<file path="config.mk">
export PLATFORM = sky130hd
export DESIGN_NAME = uart_rx
export DESIGN_NICKNAME = d
export VERILOG_FILES = /design/src/rtl/uart_rx.sv
export SDC_FILE = /design/constraint.sdc
export NUM_CORES = 1
export LEC_CHECK = 0
export BUFFER_PORTS_ARGS = -buffer_cell sky130_fd_sc_hd__clkbuf_2
export CORE_MARGIN = 2
export CORE_UTILIZATION = 25
export CTS_CLUSTER_SIZE = 30
export DETAILED_ROUTE_END_ITERATION = 8
export GPL_TIMING_DRIVEN = 1
export PLACE_DENSITY = 0.48
export SYNTH_ARGS = -nofsm -noshare
export SYNTH_HDL_FRONTEND = slang
export SYNTH_SLANG_ARGS = --single-unit
</file>
<file path="constraint.sdc">
create_clock -name clk -period 2 [get_ports clk]
set_input_delay 0.3 -clock clk [delete_from_list [all_inputs] [get_ports clk]]
set_output_delay 0.3 -clock clk [all_outputs]
set_load 0.02 [all_outputs]
</file>
<file path="src/rtl/uart_rx.sv">
// UART receiver: 16x-oversampled start/data/parity/stop recovery into a
// one-entry valid/ready holding register with framing, parity and overrun flags.
module uart_rx #(
    parameter int DATA_BITS  = 8,
    parameter int PARITY_EN  = 0,
    parameter int PARITY_ODD = 0,
    parameter int OVERSAMPLE = 16
) (
    input  logic                 clk,
    input  logic                 reset,
    input  logic                 RX_TICK,
    input  logic                 rx,
    output logic [DATA_BITS-1:0] rx_data,
    output logic                 rx_valid,
    input  logic                 rx_ready,
    output logic                 frame_err,
    output logic                 parity_err,
    output logic                 overrun,
    output logic                 busy
);

    localparam int OS_W = $clog2(OVERSAMPLE);
    localparam int BC_W = $clog2(DATA_BITS + 1);
    localparam logic [OS_W-1:0] OS_MID  = OS_W'(OVERSAMPLE / 2 - 1);
    localparam logic [OS_W-1:0] OS_LAST = OS_W'(OVERSAMPLE - 1);
    localparam logic [BC_W-1:0] BC_LAST = BC_W'(DATA_BITS - 1);
    localparam logic PAR_EN  = (PARITY_EN != 0);
    localparam logic PAR_ODD = (PARITY_ODD != 0);

    typedef enum logic [2:0] {
        S_IDLE   = 3'd0,
        S_START  = 3'd1,
        S_DATA   = 3'd2,
        S_PARITY = 3'd3,
        S_STOP   = 3'd4
    } state_t;

    // 1 when the data word plus received parity bit disagree with the selected parity
    function automatic logic parity_fail(input logic [DATA_BITS-1:0] d, input logic pbit);
        return (^d) ^ pbit ^ PAR_ODD;
    endfunction

    state_t                state_q;
    logic                  rx_meta_q;
    logic                  rx_sync_q;
    logic                  tick_q;
    logic                  armed_q;
    logic [OS_W-1:0]       os_cnt_q;
    logic [BC_W-1:0]       bit_cnt_q;
    logic [DATA_BITS-1:0]  shift_q;
    logic                  perr_q;
    logic [DATA_BITS-1:0]  rx_data_q;
    logic                  rx_valid_q;
    logic                  frame_err_q;
    logic                  parity_err_q;
    logic                  overrun_q;
    logic                  busy_q;
    logic                  tick_en_d;

    assign tick_en_d = RX_TICK & ~tick_q;

    // Input conditioning, receive state machine and output holding register
    always_ff @(posedge clk or negedge reset) begin
        if (!reset) begin
            state_q      <= S_IDLE;
            rx_meta_q    <= 1'b1;
            rx_sync_q    <= 1'b1;
            tick_q       <= 1'b0;
            armed_q      <= 1'b0;
            os_cnt_q     <= '0;
            bit_cnt_q    <= '0;
            shift_q      <= '0;
            perr_q       <= 1'b0;
            rx_data_q    <= '0;
            rx_valid_q   <= 1'b0;
            frame_err_q  <= 1'b0;
            parity_err_q <= 1'b0;
            overrun_q    <= 1'b0;
            busy_q       <= 1'b0;
        end else begin
            rx_meta_q <= rx;
            rx_sync_q <= rx_meta_q;
            tick_q    <= RX_TICK;
            overrun_q <= 1'b0;
            busy_q    <= (state_q != S_IDLE);
            if (rx_valid_q && rx_ready) begin
                rx_valid_q <= 1'b0;
            end
            if (tick_en_d) begin
                case (state_q)
                    // armed only re-sets on a high line, so a held break cannot retrigger
                    S_IDLE: begin
                        if (armed_q && !rx_sync_q) begin
                            state_q  <= S_START;
                            os_cnt_q <= '0;
                            armed_q  <= 1'b0;
                        end else if (rx_sync_q) begin
                            armed_q <= 1'b1;
                        end
                    end
                    S_START: begin
                        if (os_cnt_q == OS_MID) begin
                            os_cnt_q  <= '0;
                            bit_cnt_q <= '0;
                            perr_q    <= 1'b0;
                            state_q   <= rx_sync_q ? S_IDLE : S_DATA;
                        end else begin
                            os_cnt_q <= os_cnt_q + OS_W'(1);
                        end
                    end
                    S_DATA: begin
                        if (os_cnt_q == OS_LAST) begin
                            os_cnt_q  <= '0;
                            shift_q   <= {rx_sync_q, shift_q[DATA_BITS-1:1]};
                            bit_cnt_q <= bit_cnt_q + BC_W'(1);
                            if (bit_cnt_q == BC_LAST) begin
                                state_q <= PAR_EN ? S_PARITY : S_STOP;
                            end
                        end else begin
                            os_cnt_q <= os_cnt_q + OS_W'(1);
                        end
                    end
                    S_PARITY: begin
                        if (os_cnt_q == OS_LAST) begin
                            os_cnt_q <= '0;
                            perr_q   <= parity_fail(shift_q, rx_sync_q);
                            state_q  <= S_STOP;
                        end else begin
                            os_cnt_q <= os_cnt_q + OS_W'(1);
                        end
                    end
                    S_STOP: begin
                        if (os_cnt_q == OS_LAST) begin
                            os_cnt_q <= '0;
                            state_q  <= S_IDLE;
                            if (!rx_valid_q || rx_ready) begin
                                rx_data_q    <= shift_q;
                                frame_err_q  <= ~rx_sync_q;
                                parity_err_q <= PAR_EN & perr_q;
                                rx_valid_q   <= 1'b1;
                            end else begin
                                overrun_q <= 1'b1;
                            end
                        end else begin
                            os_cnt_q <= os_cnt_q + OS_W'(1);
                        end
                    end
                    default: begin
                        state_q  <= S_IDLE;
                        os_cnt_q <= '0;
                    end
                endcase
            end
        end
    end

    assign rx_data    = rx_data_q;
    assign rx_valid   = rx_valid_q;
    assign frame_err  = frame_err_q;
    assign parity_err = parity_err_q;
    assign overrun    = overrun_q;
    assign busy       = busy_q;

endmodule
</file>
==> flow_summary_export.csv <==
group,metric,value,unit
outcome,status,"finished, final reports clean",
sta,tns,0,ns
sta,rsz0062_at_grt,"false",
grt,grt_max_degree,36,
cells_and_area,diodes,0,
worst_hold_path,worst_hold_path_type,"primary input to flip-flop",
run,drv_cap,0,
sta,slew_headroom,0.427,
critical_path,cpPeakStageDelay,0.45,ns
critical_path,cp_data_arrival_time,1.99,ns
pwr,swShare,0.338,
critical_path,critPathCaptureType,"flip-flop",
yosys,synth_seq_area_share,0.561,
cts,cts_tree,"yes",
yosys,synth_nets,139,
floorplan,core,5990,sq um
pwr,leakage,0.886,nW
sta,post-route-min-period,1.78,ns
yosys,syn_area_per_cell,11.9,sq um
floorplan,fp.dieArea,6910,sq um
floorplan,die_h,83.1,microns
cts,cts_sinks,35,
critical_path,critPathMaxFanout,5,
cts,cts_buffers,5,
yosys,yosysWarningCount,0,
critical_path,path_buf_inv,0,
floorplan,start_util,0.261,
drt,wl,2840,microns
cts,cts_setup_buffers,0,
yosys,synthXorXnorAreaFrac,0,
sta,final_max_slew_viol_count,0,
pwr,p_clk_frac,0.263,
placed_design,dpl.hpwl,2010,microns
cts,clk_pin_slew,0.07,ns
cts,ctsResizeCount,0,
cells_and_area,drive_above_1_share,0.333,
cells_and_area,fin_cells,228,
sta,max_freq,563,MHz
critical_path,cp_slowest_cell,"or4_1",
yosys,synth_adder_area_share,0.0160,
cells_and_area,areaGrowthSynthToFinish,15.8,%
yosys,muxShareOfSynthArea,0.129,
sta,setup_viol,0,
yosys,ys_ff_latch,35,
drt,viasPerCell,4.55,
yosys,syn_area,1570,sq um
drt,wl_per_cell,12.4,microns
drt,vias,1037,
sta,finClkSkew,0.00577,ns
critical_path,critPathKind,"flip-flop to flip-flop",
pwr,pwr_density_cell,1050,nW/um^2
critical_path,required,2.22,ns
pwr,p_sw,0.640,mW
drt,ant_nets,0,
drt,dr.pass1.iters,4,
cells_and_area,layout.nets,159,
drt,drc_errors,0,
pwr,internal_power,1.26,mW
floorplan,die_w,83.1,microns
placed_design,io_buffers,16,
sta,worst_slew_pin_slew,0.859,ns
critical_path,critPathTopFamily,"simple AND/OR/NAND/NOR gates",
cts,clockBufferDepth,2,
cells_and_area,final_util,0.303,
pwr,combPwrFrac,0.247,
yosys,synth_top_family_by_area,"simple AND/OR/NAND/NOR gates",
grt,grt_usage,0.0911,
grt,grt_pass1_wl,5060,microns
grt,antenna_found_initial,0,
sta,hold_violations,0,
drt,drt_first_iter_violations,39,
cts,clock_latency,0.29,ns
pwr,vdd_drop_max,0.495,mV
sta,period_share,0.888,
floorplan,row_count,28,
yosys,netlist_instances,132,
critical_path,cp-start-kind,"flip-flop",
placed_design,gp_congestion,0.797,
placed_design,dp.cells,220,
pwr,seq_power_share,0.491,
cts,cts.htree.levels,2,
grt,grt-ovfl-total,0,
grt,grt_pass1_vias,1085,
floorplan,io-pin-count,18,
cts,cts_root_buf,"clkbuf_8",
yosys,ys_types,36,
yosys,synth_compound_area_frac,0.0903,
critical_path,cp_cell_sequence,"ha_1 > and4b_1 > o211ai_1 > or4_1 > nand3_1",
cells_and_area,fillers,620,
cts,ctsHoldBuffers,0,
yosys,synthSimpleGateAreaFrac,0.169,
==> stage by stage <==
step | cell area [sq um] | hold slack [ns] | setup WS (ns) | power, mW
CTS | 1810 | 0.0852 | 0.229 | 1.91
global route | 1810 | 0.0778 | 0.153 | 2.03
global placement | 1730 | 0.349 | 0.298 | 1.40
detailed placement | 1730 | 0.347 | 0.221 | 1.41
finish | 1810 | 0.0957 | 0.225 | 1.90
floorplan | 1570 | 0.00441 | 0.369 | 1.27
==> path summary, 6_finish.rpt <==
kind,depth (start not counted),slack (ns),startpoint,to
worst min-delay path,1,0.1,rx,rx_meta_q
min in group asynchronous,1,0.12,reset,rx_data[3]
max in group asynchronous,1,1.35,reset,os_cnt_q[2]
worst max-delay path,5,0.22,os_cnt_q[0],bit_cnt_q[3]
worst max register to register,5,0.22,os_cnt_q[0],bit_cnt_q[3]
worst min register to register,0,0.36,rx_meta_q,rx_sync_q
==> power by group through the flow <==
stage,Clock (mW),Sequential [mW],Combinational [mW]
after global routing,0.553,0.947,0.534
final,0.498,0.930,0.468
after detailed placement,0,0.937,0.471
after CTS,0.518,0.925,0.473
after global placement,0,0.931,0.467
after floorplan,0,0.868,0.407
==> layer usage <==
layer | global-route usage | vias up | wire [microns]
met4 | 0.0387 | 0 | 49
met1 | 0.118 | 506 | 1410
met5 | 0 | - | 0
met3 | 0.0358 | 5 | 126
met2 | 0.134 | 18 | 1250
li1 | - | 508 | -
==> flip-flops by register name, summed over array words and instances (netlist names) <==
| register | flops |
|---|---|
| os_cnt_q | 4 |
| armed_q | 1 |
| rx_meta_q | 1 |
| state_q | 3 |
| shift_q | 8 |
| rx_valid | 1 |
| bit_cnt_q | 4 |
| rx_data | 8 |
| busy | 1 |
| overrun | 1 |
| frame_err | 1 |
| rx_sync_q | 1 |
| tick_q | 1 |
==> layout by cell type (no fill, tap or decap), drive strengths merged, types with 2 or more instances in the layout <==
cell    Yosys  routed
nor2b       2       2
nand3       8       8
nand4       3       3
nor3        2       2
dfstp       2       2
clkbuf      1      22
inv         4       4
nor3b       4       4
o21ai      10      10
dfrtp      33      33
nor2        3       3
nand2b      4       4
a211oi      2       2
ha          2       2
a21oi       2       2
nand2      12      12
a21o        2       2
mux2       18      18
buf         5       3
==> worst reg2reg max path: stages, from the launching register on <==
cell and delay, ns:
dfrtp_1 0.41, ha_1 0.23, and4b_1 0.31, o211ai_1 0.22, or4_1 0.45, nand3_1 0.10
==> layout make-up <==
class / count / area [sq um] / share of cell area
multi-input cells: 87 / 638 / 0.352
clock inverters: 2 / 12.5 / 0.00690
well taps: 75 / 93.8 / 0.0518
inverters: 4 / 15.0 / 0.00828
flip-flops and latches: 35 / 878 / 0.484
clock buffers: 6 / 72.6 / 0.0400
repair buffers: 19 / 103 / 0.0566
==> cells in the mapped netlist <==
cell	number	area share
dfstp_2	2	0.034
nand3_1	8	0.026
o21a_1	1	0.0048
nor3_1	1	0.0032
nand4_2	1	0.0080
nand4_1	2	0.0080
or3b_1	1	0.0056
ha_1	2	0.016
buf_4	2	0.0096
nor2_1	3	0.0072
nand3b_1	1	0.0048
or4_1	1	0.0048
clkbuf_1	1	0.0024
nand2b_1	4	0.016
and3b_1	1	0.0056
inv_1	4	0.0096
a21o_1	2	0.0096
o21bai_1	1	0.0048
nor3b_2	2	0.016
nor2b_1	2	0.0080
nand2_1	12	0.029
nor3b_1	2	0.0096
dfrtp_1	33	0.53
buf_2	3	0.0096
o211ai_1	1	0.0048
conb_1	1	0.0024
o22ai_2	1	0.0080
and4b_1	1	0.0064
mux2_2	18	0.13
nor4b_1	1	0.0056
a221o_1	1	0.0064
a31oi_1	1	0.0040
a211oi_1	2	0.0096
a21oi_1	2	0.0064
o21ai_0	10	0.032
nor3_2	1	0.0064
==> cells by family after synthesis <==
| kind of cell | count (synthesis) |
|---|---|
| flops | 35 |
| other cells | 1 |
| compound gates | 22 |
| buf+inv | 10 |
| mux | 18 |
| fa+ha+maj | 2 |
| simple gates | 44 |
(Power assumes the default switching activity.)
